--- config.mk ---
export PLATFORM = sky130hd
export DESIGN_NAME = simple_risc_decode_stage_flat
export DESIGN_NICKNAME = d
export VERILOG_FILES = /design/src/rtl/simple_risc_decode_stage_if.sv /design/src/rtl/simple_risc_decode_stage.sv /design/src/flat_wrapper.sv
export SDC_FILE = /design/constraint.sdc
export NUM_CORES = 1
export LEC_CHECK = 0
export CAP_MARGIN = 15
export CORE_MARGIN = 2
export CORE_UTILIZATION = 40
export CTS_BUF_LIST = sky130_fd_sc_hd__clkbuf_8
export DETAILED_ROUTE_END_ITERATION = 12
export GPL_TIMING_DRIVEN = 1
export PLACE_DENSITY = 0.75
export REMOVE_ABC_BUFFERS = 1
export SYNTH_ARGS = -nofsm -noshare
export SYNTH_HDL_FRONTEND = slang
export SYNTH_SLANG_ARGS = --single-unit
--- constraint.sdc ---
create_clock -name clk -period 3.73 [get_ports clk]
set_clock_uncertainty 0.15 [all_clocks]
set_input_delay 0.373 -clock clk [delete_from_list [all_inputs] [get_ports clk]]
set_output_delay 0.373 -clock clk [all_outputs]
set_load 0.01 [all_outputs]
--- src/rtl/simple_risc_decode_stage_if.sv ---
// Fetch-side and execute-side handshake bundle of the SimpleRISC decode stage.
// The slave modport is the stage itself; master is whoever drives fetch and consumes the bundle.
interface simple_risc_decode_stage_if #(
  parameter int unsigned INST_W = 32
);
  logic              in_valid;
  logic              in_ready;
  logic [INST_W-1:0] in_inst;
  logic              flush;
  logic              out_valid;
  logic              out_ready;
  logic [INST_W-1:0] out_inst;
  logic [14:0]       out_alu_signals;
  logic              out_is_ret;
  logic              out_is_st;
  logic              out_is_wb;
  logic              out_is_beq;
  logic              out_is_bgt;
  logic              out_is_ubranch;
  logic              out_is_ld;
  logic              out_is_call;
  logic              out_is_immediate;
  logic              out_illegal;
  logic              busy;

  modport master (
    output in_valid, in_inst, flush, out_ready,
    input  in_ready, out_valid, out_inst, out_alu_signals, out_is_ret, out_is_st, out_is_wb,
           out_is_beq, out_is_bgt, out_is_ubranch, out_is_ld, out_is_call, out_is_immediate,
           out_illegal, busy
  );

  modport slave (
    input  in_valid, in_inst, flush, out_ready,
    output in_ready, out_valid, out_inst, out_alu_signals, out_is_ret, out_is_st, out_is_wb,
           out_is_beq, out_is_bgt, out_is_ubranch, out_is_ld, out_is_call, out_is_immediate,
           out_illegal, busy
  );
endinterface

--- src/rtl/simple_risc_decode_stage.sv ---
// SimpleRISC decode stage: decodes the fetched word into the control bundle, holds it in a
// valid/ready pipeline register and stalls fetch while a mul/div/mod occupies execute.
module simple_risc_decode_stage #(
  parameter int unsigned INST_W  = 32,
  parameter int unsigned MUL_LAT = 2,
  parameter int unsigned DIV_LAT = 8
) (
  input  logic                        clk,
  input  logic                        rst,
  simple_risc_decode_stage_if.slave   bus
);

  localparam int unsigned MaxLat = (MUL_LAT > DIV_LAT) ? MUL_LAT : DIV_LAT;
  localparam int unsigned CntW   = $clog2(MaxLat) + 1;

  typedef struct packed {
    logic [14:0] alu;
    logic        isRet;
    logic        isSt;
    logic        isWb;
    logic        isBeq;
    logic        isBgt;
    logic        isUbranch;
    logic        isLd;
    logic        isCall;
    logic        isImmediate;
    logic        illegal;
  } ctrlT;

  logic [4:0]        opcode;
  ctrlT              ctrlDec;
  ctrlT              ctrlQ, ctrlD;
  logic [INST_W-1:0] instQ, instD;
  logic              outValidQ, outValidD;
  logic [CntW-1:0]   cntQ, cntD;
  logic              busy;
  logic              inReady;
  logic              accept;
  logic              xfer;
  logic              heldMul;
  logic              heldDiv;

  assign opcode = bus.in_inst[INST_W-1 -: 5];

  always_comb begin
    ctrlDec             = '0;
    ctrlDec.isImmediate = bus.in_inst[INST_W-6];
    if (opcode <= 5'd12) begin
      // Arithmetic/logic opcodes map straight onto the low alu bits; only cmp skips writeback.
      ctrlDec.alu  = 15'd1 << opcode;
      ctrlDec.isWb = (opcode != 5'd5);
    end else begin
      case (opcode)
        5'd13: ;
        5'd14: begin
          ctrlDec.alu[13] = 1'b1;
          ctrlDec.isLd    = 1'b1;
          ctrlDec.isWb    = 1'b1;
        end
        5'd15: begin
          ctrlDec.alu[14] = 1'b1;
          ctrlDec.isSt    = 1'b1;
        end
        5'd16: ctrlDec.isBeq = 1'b1;
        5'd17: ctrlDec.isBgt = 1'b1;
        5'd18: ctrlDec.isUbranch = 1'b1;
        5'd19: begin
          ctrlDec.isUbranch = 1'b1;
          ctrlDec.isCall    = 1'b1;
          ctrlDec.isWb      = 1'b1;
        end
        5'd20: begin
          ctrlDec.isUbranch = 1'b1;
          ctrlDec.isRet     = 1'b1;
        end
        default: ctrlDec.illegal = 1'b1;
      endcase
    end
  end

  assign busy    = (cntQ != '0);
  assign inReady = !rst && !bus.flush && !busy && (!outValidQ || bus.out_ready);
  assign accept  = bus.in_valid && inReady;
  assign xfer    = outValidQ && bus.out_ready;
  assign heldMul = ctrlQ.alu[2];
  assign heldDiv = ctrlQ.alu[3] || ctrlQ.alu[4];

  always_comb begin
    ctrlD     = ctrlQ;
    instD     = instQ;
    outValidD = outValidQ;
    cntD      = cntQ;
    if (accept) begin
      ctrlD     = ctrlDec;
      instD     = bus.in_inst;
      outValidD = 1'b1;
    end else if (xfer || bus.flush) begin
      outValidD = 1'b0;
    end
    // Flush never clears the counter: execute is still busy with the op already handed over.
    if (xfer && heldMul) begin
      cntD = CntW'(MUL_LAT - 1);
    end else if (xfer && heldDiv) begin
      cntD = CntW'(DIV_LAT - 1);
    end else if (busy) begin
      cntD = cntQ - CntW'(1);
    end
  end

  always_ff @(posedge clk) begin
    if (rst) begin
      ctrlQ     <= '0;
      instQ     <= '0;
      outValidQ <= 1'b0;
      cntQ      <= '0;
    end else begin
      ctrlQ     <= ctrlD;
      instQ     <= instD;
      outValidQ <= outValidD;
      cntQ      <= cntD;
    end
  end

  assign bus.in_ready         = inReady;
  assign bus.busy             = busy;
  assign bus.out_valid        = outValidQ;
  assign bus.out_inst         = instQ;
  assign bus.out_alu_signals  = ctrlQ.alu;
  assign bus.out_is_ret       = ctrlQ.isRet;
  assign bus.out_is_st        = ctrlQ.isSt;
  assign bus.out_is_wb        = ctrlQ.isWb;
  assign bus.out_is_beq       = ctrlQ.isBeq;
  assign bus.out_is_bgt       = ctrlQ.isBgt;
  assign bus.out_is_ubranch   = ctrlQ.isUbranch;
  assign bus.out_is_ld        = ctrlQ.isLd;
  assign bus.out_is_call      = ctrlQ.isCall;
  assign bus.out_is_immediate = ctrlQ.isImmediate;
  assign bus.out_illegal      = ctrlQ.illegal;

endmodule

--- src/flat_wrapper.sv ---
// flat-port wrapper written by rule: the top's interface ports become plain ports
module simple_risc_decode_stage_flat 
#(
  parameter int unsigned INST_W  = 32,
  parameter int unsigned MUL_LAT = 2,
  parameter int unsigned DIV_LAT = 8
)
  (clk, rst, bus_in_valid, bus_in_inst, bus_flush, bus_out_ready, bus_in_ready, bus_out_valid, bus_out_inst, bus_out_alu_signals, bus_out_is_ret, bus_out_is_st, bus_out_is_wb, bus_out_is_beq, bus_out_is_bgt, bus_out_is_ubranch, bus_out_is_ld, bus_out_is_call, bus_out_is_immediate, bus_out_illegal, bus_busy);
  simple_risc_decode_stage_if #(.INST_W(INST_W)) bus_i ();
  input  logic clk;
  input  logic rst;
  input wire logic [$bits(bus_i.in_valid)-1:0] bus_in_valid;
  input wire logic [$bits(bus_i.in_inst)-1:0] bus_in_inst;
  input wire logic [$bits(bus_i.flush)-1:0] bus_flush;
  input wire logic [$bits(bus_i.out_ready)-1:0] bus_out_ready;
  output wire logic [$bits(bus_i.in_ready)-1:0] bus_in_ready;
  output wire logic [$bits(bus_i.out_valid)-1:0] bus_out_valid;
  output wire logic [$bits(bus_i.out_inst)-1:0] bus_out_inst;
  output wire logic [$bits(bus_i.out_alu_signals)-1:0] bus_out_alu_signals;
  output wire logic [$bits(bus_i.out_is_ret)-1:0] bus_out_is_ret;
  output wire logic [$bits(bus_i.out_is_st)-1:0] bus_out_is_st;
  output wire logic [$bits(bus_i.out_is_wb)-1:0] bus_out_is_wb;
  output wire logic [$bits(bus_i.out_is_beq)-1:0] bus_out_is_beq;
  output wire logic [$bits(bus_i.out_is_bgt)-1:0] bus_out_is_bgt;
  output wire logic [$bits(bus_i.out_is_ubranch)-1:0] bus_out_is_ubranch;
  output wire logic [$bits(bus_i.out_is_ld)-1:0] bus_out_is_ld;
  output wire logic [$bits(bus_i.out_is_call)-1:0] bus_out_is_call;
  output wire logic [$bits(bus_i.out_is_immediate)-1:0] bus_out_is_immediate;
  output wire logic [$bits(bus_i.out_illegal)-1:0] bus_out_illegal;
  output wire logic [$bits(bus_i.busy)-1:0] bus_busy;
  assign bus_i.in_valid = bus_in_valid;
  assign bus_i.in_inst = bus_in_inst;
  assign bus_i.flush = bus_flush;
  assign bus_i.out_ready = bus_out_ready;
  assign bus_in_ready = bus_i.in_ready;
  assign bus_out_valid = bus_i.out_valid;
  assign bus_out_inst = bus_i.out_inst;
  assign bus_out_alu_signals = bus_i.out_alu_signals;
  assign bus_out_is_ret = bus_i.out_is_ret;
  assign bus_out_is_st = bus_i.out_is_st;
  assign bus_out_is_wb = bus_i.out_is_wb;
  assign bus_out_is_beq = bus_i.out_is_beq;
  assign bus_out_is_bgt = bus_i.out_is_bgt;
  assign bus_out_is_ubranch = bus_i.out_is_ubranch;
  assign bus_out_is_ld = bus_i.out_is_ld;
  assign bus_out_is_call = bus_i.out_is_call;
  assign bus_out_is_immediate = bus_i.out_is_immediate;
  assign bus_out_illegal = bus_i.out_illegal;
  assign bus_busy = bus_i.busy;
  simple_risc_decode_stage #(.INST_W(INST_W), .MUL_LAT(MUL_LAT), .DIV_LAT(DIV_LAT)) u_core (.clk(clk), .rst(rst), .bus(bus_i));
endmodule
==> metrics.sh, run 1 <==
FLIP_FLOP_AND_LATCH_COUNT_AFTER_SYNTHESIS=61
AVGSYNTHCELLAREA_SQ_UM=8.06
FINAL_MAX_SLEW_VIOL_COUNT=0
HOLD_PATH.CLASS='flip-flop to flip-flop'
WORST-ENDPOINT-ARRIVAL_NS=2.09
TIGHTESTPINTRANSITION_NS=0.591
DESIGN.PORTCOUNT=97
IRDROPWORSTVDD_V=0.000314
POST_SYNTHESIS_INSTANCE_TOTAL=301
HOLDBUFCOUNTCTS=0
PLACE.PORT_BUFFERS=96
POST-PLACE-CELLS=450
TIMING.FINAL.SETUP_VIOLATIONS=0
DIE_FOOTPRINT_SQ_UM=6700
POSTROUTEANTENNANETS=0
GLOBAL_ROUTE.USAGE.TOTAL=0.187
POWERDENSITY_nW_PER_UM2=463
POWER.TOTAL_mW=1.64
GLOBALROUTEOVERFLOWTOTAL=0
CTS_RESIZED=0
WORST_SKEW_PAIR.LATE_LATENCY_NS=0.32
CLKSINKCOUNT=61
VIAS=2314
DETAILEDPLACEMENTHPWL_MM=4.24
YOSYSUNIQUECELLTYPES=34
INITIAL_CORE_UTILIZATION=0.412
INITIALDRTVIOLATIONCOUNT=82
YOSYS_WARNINGS=0
LAYOUT.CELLS.NON_FILLER=465
POWER_FRAC_CLOCK=0.330
FINALHOLDVIOLATIONS=0
TYPE_OF_ELEMENT_CAPTURING_THE_CRITICAL_PATH='primary output'
SETUP.WORST_PATH.START='u_core.cntQ[0]'
GRT_MAX_DEGREE=60
WL_PER_CELL_MICRONS=13.2
CTS_BUFFERS=9
ANTENNA_VIOLATIONS_BEFORE_REPAIR=0
CTS.REPORTEDPATHS.CLKPINSLEW_NS=0.07
SW_FRAC_OF_TOTAL=0.282
LAYOUT_COMMON_CELLS='clkdlybuf4s50_1, nand2_1, dfxtp_1'
POWER_INTERNAL_mW=1.18
WORST-SETUP-PATH-TYPE='flip-flop to primary output'
PWR-SHARE-COMB=0.228
CP_DATA_REQUIRED_TIME_NS=3.21
DRIVE_GT1_FRAC=0.0564
DIODE_COUNT=0
DRC=0
CRITICAL_PATH.MAX_FANOUT=9
TIMING.SETUP.TNS_NS=0
WORSTREG2REGEND='u_core.bus.out_alu_signals[1]'
STATIC-LEAKAGE-POWER_nW=1.23
NETS=425
DIE_H_MICRONS=81.9
WORSTSETUPENDPOINT='bus_in_ready'
P_SEQ_FRAC=0.443
NET-SWITCHING-POWER_mW=0.463
RSZ0062_AT_GRT='false'
FMAXACHIEVABLE_MHz=383
CRITPATHLAUNCHTYPE='flip-flop'
SYNTH-EDFF-COUNT=0
CTS_ROOT_BUFFER='clkbuf_8'
CLOCK_TREE.HTREE_LEVEL_COUNT=3
DRT_FIRST_PASS_ITERS=4
SEQ_AREA_FRAC_SYNTH=0.503
FINAL_CRITICAL_PATH_TIME_INCLUDING_I_O_DELAYS_AND_SETUP_NS=2.61
POSTSYNTH.TOPFLOPCELL='dfxtp_1'
WORST_SLEW_MARGIN_REL=0.606
ASYNCSETRESETFLOPFRACSYNTH=0
CTS.REPAIR_TIMING.SETUP_BUFFER_COUNT=0
AVGVIACOUNTPERCELL=4.98
CHIPWIDTH_MICRONS=81.9
GRT_PASS1_VIAS=2168
CORE_AREA_SQ_UM=5890
TIMING.MAX_CAP.VIOLATIONS=0
TIMING.RR.START='u_core.cntQ[0]'
CLOCK_TREE_BUF_DEPTH=2
GP_CONGESTION=0.785
ROUTED_WIRELENGTH_MM=6.13
SYNTHESIS.AREA_SQ_UM=2430
WIRE_LENGTH_OF_THE_FIRST_GLOBAL_ROUTING_PASS_MM=9.76
SYN2LAYOUT_AREA_GROWTH_PCT=46.4
TRITONCTS_CLOCK_TREE='done'
PLACEMENTROWS=28
R2R_SLACK_NS=1.47
R2R.WORST_PATH.CELLS=6
STATUS='finished clean'
FINAL.PERIOD_UTILIZATION=0.700
LAYOUT_COMMONEST_CELL='clkdlybuf4s50_1'
FILL_CELLS=547
## power groups by stage
stage	logic [mW]	registers, mW	clock network, mW
CTS	0.377	0.727	0.556
floorplan	0.189	0.748	0
detailed placement	0.376	0.742	0
global placement	0.364	0.740	0
finish	0.374	0.727	0.542
global route	0.415	0.732	0.590
## worst min path at each step
stage                                  startpoint                            end  cells past startpoint
after detailed placement   u_core.bus.out_inst[3]         u_core.bus.out_inst[3]                      2
final                      u_core.bus.out_inst[0]         u_core.bus.out_inst[0]                      2
after CTS                  u_core.bus.out_inst[3]         u_core.bus.out_inst[3]                      2
after global placement     u_core.bus.out_inst[1]         u_core.bus.out_inst[1]                      2
after global routing      u_core.bus.out_inst[25]        u_core.bus.out_inst[25]                      2
after floorplan                               rst  u_core.bus.out_alu_signals[0]                      1
## cell families (layout without fill, tap and decap cells)
kind of cell / after synthesis / in the layout / share of synthesized area
multiplexers: 1 / 1 / 0.00464
AO/OA/AOI/OAI: 62 / 62 / 0.133
AND/OR/NAND/NOR: 143 / 143 / 0.280
XOR/XNOR: 3 / 3 / 0.0108
flip-flops: 61 / 61 / 0.503
buffers and inverters: 29 / 118 / 0.0583
adder cells (fa/ha/maj): 2 / 2 / 0.0103
## worst max-delay path, cell delays in order (launching register included)
cell             delay (ns)
dfxtp_1                0.33
inv_1                  0.09
ha_1                   0.16
or3b_1                 0.50
nor2_1                 0.16
clkdlybuf4s50_1        0.54
## cell usage after synthesis (2+ instances only)
master | instances | share of area
a21oi_1 | 53 | 0.11
buf_2 | 11 | 0.023
buf_4 | 3 | 0.0093
clkbuf_1 | 10 | 0.015
dfxtp_1 | 61 | 0.50
ha_1 | 2 | 0.010
inv_1 | 4 | 0.0062
nand2_1 | 94 | 0.15
nand2b_1 | 2 | 0.0052
nand3_1 | 7 | 0.014
nand3b_1 | 5 | 0.015
nand4_1 | 4 | 0.010
nor2_1 | 6 | 0.0093
nor3_1 | 3 | 0.0062
o21ai_0 | 4 | 0.0083
o31ai_1 | 2 | 0.0062
or3_1 | 9 | 0.023
or4_1 | 4 | 0.012
xnor2_1 | 2 | 0.0072
## stage by stage
step / hold WS (ns) / worst slack (ns) / instance area (sq um) / util
global placement: 0.288 / 1.18 / 3370 / 0.573
floorplan: 0.292 / 1.34 / 2300 / -
finish: 0.299 / 1.12 / 3550 / 0.604
global route: 0.312 / 0.989 / 3550 / 0.604
detailed placement: 0.292 / 1.16 / 3370 / 0.573
CTS: 0.302 / 1.10 / 3550 / 0.604
## per-layer routing
| layer | up-vias | track usage | part of all wire | routed length, microns |
|---|---|---|---|---|
| met5 | - | 0 | 0 | 0 |
| met4 | 0 | 0.0650 | 0.010 | 64 |
| met3 | 7 | 0.0538 | 0.065 | 397 |
| met2 | 61 | 0.328 | 0.50 | 3030 |
| met1 | 1068 | 0.217 | 0.43 | 2630 |
| li1 | 1178 | - | - | - |
## final cells by class
class / count / area (sq um) / area share
Clock buffer: 9 / 124 / 0.0349
Clock inverter: 6 / 56.3 / 0.0159
Inverter: 4 / 15.0 / 0.00423
Multi-Input combinational cell: 211 / 1060 / 0.299
Sequential cell: 61 / 1220 / 0.344
Tap cell: 75 / 93.8 / 0.0264
Timing Repair Buffer: 99 / 978 / 0.275
## registers in the layout (all words and copies together), names as in the netlist
name and flops:
u_core.bus.out_alu_signals 15, u_core.bus.out_illegal 1, u_core.bus.out_inst 32, u_core.bus.out_is_beq 1
u_core.bus.out_is_bgt 1, u_core.bus.out_is_call 1, u_core.bus.out_is_ld 1, u_core.bus.out_is_ret 1
u_core.bus.out_is_st 1, u_core.bus.out_is_ubranch 1, u_core.bus.out_is_wb 1, u_core.bus.out_valid 1
u_core.cntQ 4
(Power assumes the default switching activity.)
==> inputs of run 2 (changes only) <==
==> constraint.sdc (replaced) <==
create_clock -name clk -period 2.7 [get_ports clk]
set_clock_uncertainty 0.15 [all_clocks]
set_input_delay 0.27 -clock clk [delete_from_list [all_inputs] [get_ports clk]]
set_output_delay 0.27 -clock clk [all_outputs]
set_load 0.01 [all_outputs]
==> metrics.sh, run 2 (same netlist as run 1, synthesis figures left out) <==
STATUS='finished clean'
FMAXACHIEVABLE_MHz=395
FILL_CELLS=555  # +1.5%
CTS.REPAIR_TIMING.SETUP_BUFFER_COUNT=0  # unchanged
SW_FRAC_OF_TOTAL=0.296  # +0.0143
CRITICAL_PATH.MAX_FANOUT=9  # unchanged
INITIALDRTVIOLATIONCOUNT=102  # +24%
TIMING.RR.START='u_core.cntQ[0]'
ROUTED_WIRELENGTH_MM=6.19  # +1.0%
DESIGN.PORTCOUNT=97  # unchanged
WIRE_LENGTH_OF_THE_FIRST_GLOBAL_ROUTING_PASS_MM=9.49  # -2.7%
LAYOUT_COMMON_CELLS='clkdlybuf4s50_1, nand2_1, dfxtp_1'
DRIVE_GT1_FRAC=0.0660  # +0.00958
GRT_PASS1_VIAS=2092  # -3.5%
CRITPATHLAUNCHTYPE='flip-flop'
FINAL_AREA_SQ_UM=3550  # unchanged
DETAILEDPLACEMENTHPWL_MM=4.20  # -0.94%
CTS_ROOT_BUFFER='clkbuf_8'
SYN2LAYOUT_AREA_GROWTH_PCT=46.4  # unchanged
CORE_AREA_SQ_UM=5890  # unchanged
ANTENNA_VIOLATIONS_BEFORE_REPAIR=0  # unchanged
NET-SWITCHING-POWER_mW=0.648  # +40%
FINAL.PERIOD_UTILIZATION=0.937
DRC=0  # unchanged
TIMING.MAX_CAP.VIOLATIONS=0  # unchanged
GLOBAL_ROUTE.USAGE.TOTAL=0.185  # -0.00268
GRT_MAX_DEGREE=60  # unchanged
HOLD_START='u_core.bus.out_inst[15]'
DIODE_COUNT=0  # unchanged
GLOBALROUTEOVERFLOWTOTAL=0  # unchanged
FINALHOLDVIOLATIONS=0  # unchanged
CTS_RESIZED=0  # unchanged
VIAS=2315  # +0.043%
TYPE_OF_ELEMENT_CAPTURING_THE_CRITICAL_PATH='primary output'
SETUP.WORST_PATH.START='u_core.cntQ[0]'
POSTROUTEANTENNANETS=0  # unchanged
IRDROPWORSTVDD_V=0.000452  # +44%
POWER.TOTAL_mW=2.19  # +33%
POWERDENSITY_nW_PER_UM2=616  # +33%
WL_PER_CELL_MICRONS=13.2  # +0.13%
WORSTREG2REGEND='u_core.bus.out_is_wb'
POST-PLACE-CELLS=453  # +0.67%
CLOCK_TREE.HTREE_LEVEL_COUNT=3  # unchanged
CTS.REPORTEDPATHS.CLKPINSLEW_NS=0.07  # about the same
LAYOUT_COMMONEST_CELL='clkdlybuf4s50_1'
CLOCK_TREE_BUF_DEPTH=2  # unchanged
RSZ0062_AT_GRT='false'
MIN_DELAY_WORST_ENDPOINT='u_core.bus.out_inst[15]'
HOLDBUFCOUNTCTS=0  # unchanged
STATIC-LEAKAGE-POWER_nW=1.24  # +0.91%
P_SEQ_FRAC=0.459  # +0.016
HOLD_PATH.CLASS='flip-flop to flip-flop'
POWER_FRAC_CLOCK=0.303  # -0.027
CLKSINKCOUNT=61  # unchanged
DRT_FIRST_PASS_ITERS=4  # unchanged
FINAL_CRITICAL_PATH_TIME_INCLUDING_I_O_DELAYS_AND_SETUP_NS=2.53
WORST_SKEW_PAIR.LATE_LATENCY_NS=0.33  # about the same
LARGEST_REGISTER_FFS=32  # unchanged
CHIPWIDTH_MICRONS=81.9  # unchanged
WORST-SETUP-PATH-TYPE='flip-flop to primary output'
TIMING.FINAL.SETUP_VIOLATIONS=0  # unchanged
INITIAL_CORE_UTILIZATION=0.412  # unchanged
WORST_SLEW_MARGIN_REL=0.599  # -0.00694
LAYOUT.CELLS.NON_FILLER=469  # +0.86%
WORSTHOLDPATHCELLS=2  # unchanged
PWR-SHARE-COMB=0.237  # +0.009
CP_DATA_REQUIRED_TIME_NS=2.28  # -0.93 ns
R2R_SLACK_NS=0.62  # -0.85 ns
PLACE.PORT_BUFFERS=96  # unchanged
POWER_INTERNAL_mW=1.54  # +31%
CTS_BUFFERS=9  # unchanged
DIE_FOOTPRINT_SQ_UM=6700  # unchanged
DIE_H_MICRONS=81.9  # unchanged
FINAL_MAX_SLEW_VIOL_COUNT=0  # unchanged
FINAL_CORE_UTILIZATION=0.604  # unchanged
AVGVIACOUNTPERCELL=4.94  # -0.81%
TRITONCTS_CLOCK_TREE='done'
TIMING.SETUP.TNS_NS=0  # unchanged
DETAILED_PLACE.AREA_SQ_UM=3390  # +0.67%
GP_CONGESTION=0.758  # -3.4%
WORST-ENDPOINT-ARRIVAL_NS=2.11  # +0.02 ns
PLACEMENTROWS=28  # unchanged
R2R.WORST_PATH.CELLS=7  # +1
NETS=428  # +0.71%
TIGHTESTPINTRANSITION_NS=0.602  # +0.0104 ns
## run 2: worst max-delay path by stage
stage / to / slack, ns
6_report: bus_in_ready / 0.17
5_1_grt: bus_in_ready / 0.08
4_1_cts: bus_in_ready / 0.16
3_5_place_dp: u_core.bus.out_inst[7] / 0.42
3_3_place_gp: u_core.bus.out_inst[16] / 0.50
2_1_floorplan: u_core.bus.out_alu_signals[0] / 0.31
## run 2: cell type report
| class | count | area [sq um] | share of cell area |
|---|---|---|---|
| Tap cell | 75 | 93.8 | 0.0264 |
| Clock inverter | 7 | 33.8 | 0.00951 |
| Inverter | 4 | 15.0 | 0.00423 |
| Clock buffer | 9 | 124 | 0.0349 |
| Sequential cell | 61 | 1220 | 0.344 |
| Multi-Input combinational cell | 211 | 1060 | 0.299 |
| Timing Repair Buffer | 102 | 1000 | 0.282 |
## run 2: power groups by stage
stage               Combinational, mW  Clock (mW)  Sequential, mW
CTS                             0.522       0.681            1.01
global placement                0.507           0            1.02
detailed placement              0.521           0            1.02
floorplan                       0.261           0            1.03
global route                    0.576       0.726            1.01
finish                          0.519       0.664            1.01
## run 2: metrics by stage
step | setup WS (ns) | hold slack [ns]
floorplan | 0.312 | 0.189
global placement | 0.505 | 0.287
detailed placement | 0.424 | 0.293
CTS | 0.164 | 0.301
global route | 0.0808 | 0.319
finish | 0.170 | 0.300
## run 2: critical path: stages (launching register included)
cell and delay (ns):
dfxtp_1 0.34, inv_1 0.10, ha_1 0.16, or3b_1 0.50
nor2_1 0.15, clkdlybuf4s50_1 0.54
## run 2: per-layer routing
layer  track usage  share of wire  routed length, microns  vias to the layer above
met5             0              0                       0                        -
met4        0.0617          0.015                      92                        0
met3        0.0725          0.069                     429                       11
met2         0.313           0.48                    2950                       61
met1         0.212           0.44                    2710                     1064
li1              -              -                       -                     1179
==> inputs of run 3 (changes only) <==
--- a/config.mk
+++ b/config.mk
@@ -5,7 +5,7 @@
 export SDC_FILE = /design/constraint.sdc
 export NUM_CORES = 1
 export LEC_CHECK = 0
-export CAP_MARGIN = 15
+export CAP_MARGIN = 20
 export CORE_MARGIN = 2
 export CORE_UTILIZATION = 40
 export CTS_BUF_LIST = sky130_fd_sc_hd__clkbuf_8
==> constraint.sdc (replaced) <==
create_clock -name clk -period 2.7 [get_ports clk]
set_clock_uncertainty 0.15 [all_clocks]
set_input_delay 0.81 -clock clk [delete_from_list [all_inputs] [get_ports clk]]
set_output_delay 0.81 -clock clk [all_outputs]
set_load 0.01 [all_outputs]
==> metrics.sh, run 3 (same netlist as run 1, synthesis figures left out) <==
CORE_AREA_SQ_UM=5890  # unchanged
NETS=440  # +2.8%
LAYOUT_COMMON_CELLS='nand2_1, clkdlybuf4s50_1, dfxtp_1'
WORST_SKEW_PAIR.LATE_LATENCY_NS=0.32  # about the same
HOLD_PATH.CLASS='flip-flop to flip-flop'
POWERDENSITY_nW_PER_UM2=666  # +8.1%
CP_DATA_REQUIRED_TIME_NS=1.74  # -0.54 ns
PLACEMENTROWS=28  # unchanged
MULTI_INPUT_AREA_SQ_UM=1070  # +0.47%
TIMING.FINAL.SETUP_VIOLATIONS=0  # unchanged
LAYOUT.AREA.SEQ_SQ_UM=1220  # +0.10%
FINALHOLDVIOLATIONS=0  # unchanged
WL_PER_CELL_MICRONS=13.2  # -0.13%
CTS_BUFFERS=9  # unchanged
ANTENNA_VIOLATIONS_BEFORE_REPAIR=0  # unchanged
GLOBALROUTEOVERFLOWTOTAL=0  # unchanged
GRT_MAX_DEGREE=60  # unchanged
INITIAL_CORE_UTILIZATION=0.412  # unchanged
LAYOUT_COMMONEST_CELL='nand2_1'
INITIALDRTVIOLATIONCOUNT=104  # +2.0%
DRT_FIRST_PASS_ITERS=4  # unchanged
HOLDBUFCOUNTCTS=0  # unchanged
FILL_CELLS=521  # -6.1%
WORST-ENDPOINT-ARRIVAL_NS=1.68  # -0.43 ns
FINAL.PERIOD_UTILIZATION=0.978  # +0.0414
DRC=0  # unchanged
DETAILED_PLACE.AREA_SQ_UM=3500  # +3.0%
WORST-SETUP-PATH-TYPE='flip-flop to primary output'
LARGEST_REGISTER_FFS=32  # unchanged
TIGHTESTPINTRANSITION_NS=0.618  # +0.0161 ns
TIMING.SETUP.TNS_NS=0  # unchanged
R2R.WORST_PATH.CELLS=7  # unchanged
DRIVE_GT1_FRAC=0.101  # +0.0350
FMAXACHIEVABLE_MHz=379  # -4.2%
DIE_FOOTPRINT_SQ_UM=6700  # unchanged
ROUTED_WIRELENGTH_MM=6.34  # +2.4%
PLACE.PORT_BUFFERS=96  # unchanged
SYN2LAYOUT_AREA_GROWTH_PCT=53.6
DIE_H_MICRONS=81.9  # unchanged
FINAL_CRITICAL_PATH_TIME_INCLUDING_I_O_DELAYS_AND_SETUP_NS=2.64  # +0.112 ns
FINAL_MAX_SLEW_VIOL_COUNT=0  # unchanged
CRITPATHLAUNCHTYPE='flip-flop'
HOLD_START='u_core.bus.out_inst[2]'
DESIGN.PORTCOUNT=97  # unchanged
STATUS='finished clean'
CRIT_PATH_TOP_DELAY_CELL='or3b_4'
WIRE_LENGTH_OF_THE_FIRST_GLOBAL_ROUTING_PASS_MM=9.94  # +4.7%
CLOCK_TREE.HTREE_LEVEL_COUNT=3  # unchanged
CTS.REPORTEDPATHS.CLKPINSLEW_NS=0.07  # about the same
TIMING.RR.START='u_core.cntQ[0]'
STATIC-LEAKAGE-POWER_nW=1.34  # +7.3%
IRDROPWORSTVDD_V=0.000460  # +1.7%
POST-PLACE-CELLS=465  # +2.6%
TYPE_OF_ELEMENT_CAPTURING_THE_CRITICAL_PATH='primary output'
DIODE_COUNT=0  # unchanged
CRIT_BUF_INV=3  # +1
TRITONCTS_CLOCK_TREE='done'
GP_CONGESTION=0.756  # -0.24%
CLOCK_TREE_BUF_DEPTH=2  # unchanged
RSZ0062_AT_GRT='false'
GLOBAL_ROUTE.USAGE.TOTAL=0.193  # +0.00830
POWER.TOTAL_mW=2.48  # +13%
WORSTREG2REGEND='u_core.bus.out_alu_signals[5]'
MIN_DELAY_WORST_ENDPOINT='u_core.bus.out_inst[2]'
SERIES_OF_CELL_INSTANCES_ALONG_THE_CRITICAL_PATH='inv_1 > ha_1 > or3b_4 > buf_4 > clkdlybuf4s15_1'
POSTROUTEANTENNANETS=0  # unchanged
WORST_SLEW_MARGIN_REL=0.588  # -0.0108
TIMING.CRITICAL_PATH.SLOWEST_CELL_DELAY_NS=0.38  # -0.16 ns
TIMING.MAX_CAP.VIOLATIONS=0  # unchanged
FINAL_AREA_SQ_UM=3730  # +4.9%
GRT_PASS1_VIAS=2123  # +1.5%
CTS.REPAIR_TIMING.SETUP_BUFFER_COUNT=0  # unchanged
VIAS=2364  # +2.1%
CRITICAL_PATH.MAX_FANOUT=8  # -1
CTS_ROOT_BUFFER='clkbuf_8'
LAYOUT.CELLS.NON_FILLER=481  # +2.6%
SETUP.WORST_PATH.START='u_core.cntQ[0]'
CTS_RESIZED=10  # +10
CLKSINKCOUNT=61  # unchanged
CRITICAL-PATH-TOP-DELAY-FAMILY='buffers and inverters'
DETAILEDPLACEMENTHPWL_MM=4.42  # +5.4%
AVGVIACOUNTPERCELL=4.91  # -0.43%
R2R_SLACK_NS=0.71  # +0.09 ns
CHIPWIDTH_MICRONS=81.9  # unchanged
WORSTHOLDPATHCELLS=2  # unchanged
-- run 3: layer usage --
layer,vias to the layer above,track usage,routed length [microns]
met5,-,0,0
met4,0,0.0700,73
met3,6,0.0615,467
met2,69,0.314,3060
met1,1080,0.239,2730
li1,1209,-,-
-- run 3: tightest hold or removal path, stage by stage (launching register included) --
cell	delay [ns]
dfxtp_1	0.31
nand2_1	0.05
a21oi_1	0.05
-- run 3: where the power goes --
group	internal (mW)	switching, mW	leakage (nW)
Sequential	0.965	0.0454	0.493
Combinational	0.296	0.271	0.722
Clock	0.564	0.342	0.121
Total	1.82	0.659	1.34
-- run 3: worst max-delay path by stage --
stage                                                to  slack (ns)  cells past startpoint
final                                          bus_busy        0.06                      5
after global routing                           bus_busy        0.01                      5
after CTS                                      bus_busy        0.05                      5
after detailed placement                   bus_in_ready       -0.41                      5
after global placement                     bus_in_ready       -0.39                      5
after floorplan           u_core.bus.out_alu_signals[0]        0.02                      4
-- run 3: final cells by class --
class / instances / share of cell area
Multi-Input combinational cell: 211 / 0.287
Timing Repair Buffer: 114 / 0.296
Inverter: 4 / 0.00403
Clock inverter: 5 / 0.0198
Clock buffer: 11 / 0.0406
Sequential cell: 61 / 0.328
Tap cell: 75 / 0.0252
-- run 3: stage by stage --
step / setup slack [ns] / utilization / hold WS, ns
2_1_floorplan: 0.0189 / - / 0.320
3_3_place_gp: -0.387 / 0.594 / 0.287
3_5_place_dp: -0.414 / 0.594 / 0.293
4_1_cts: 0.0473 / 0.633 / 0.303
5_1_grt: 0.0114 / 0.633 / 0.318
6_report: 0.0587 / 0.633 / 0.299
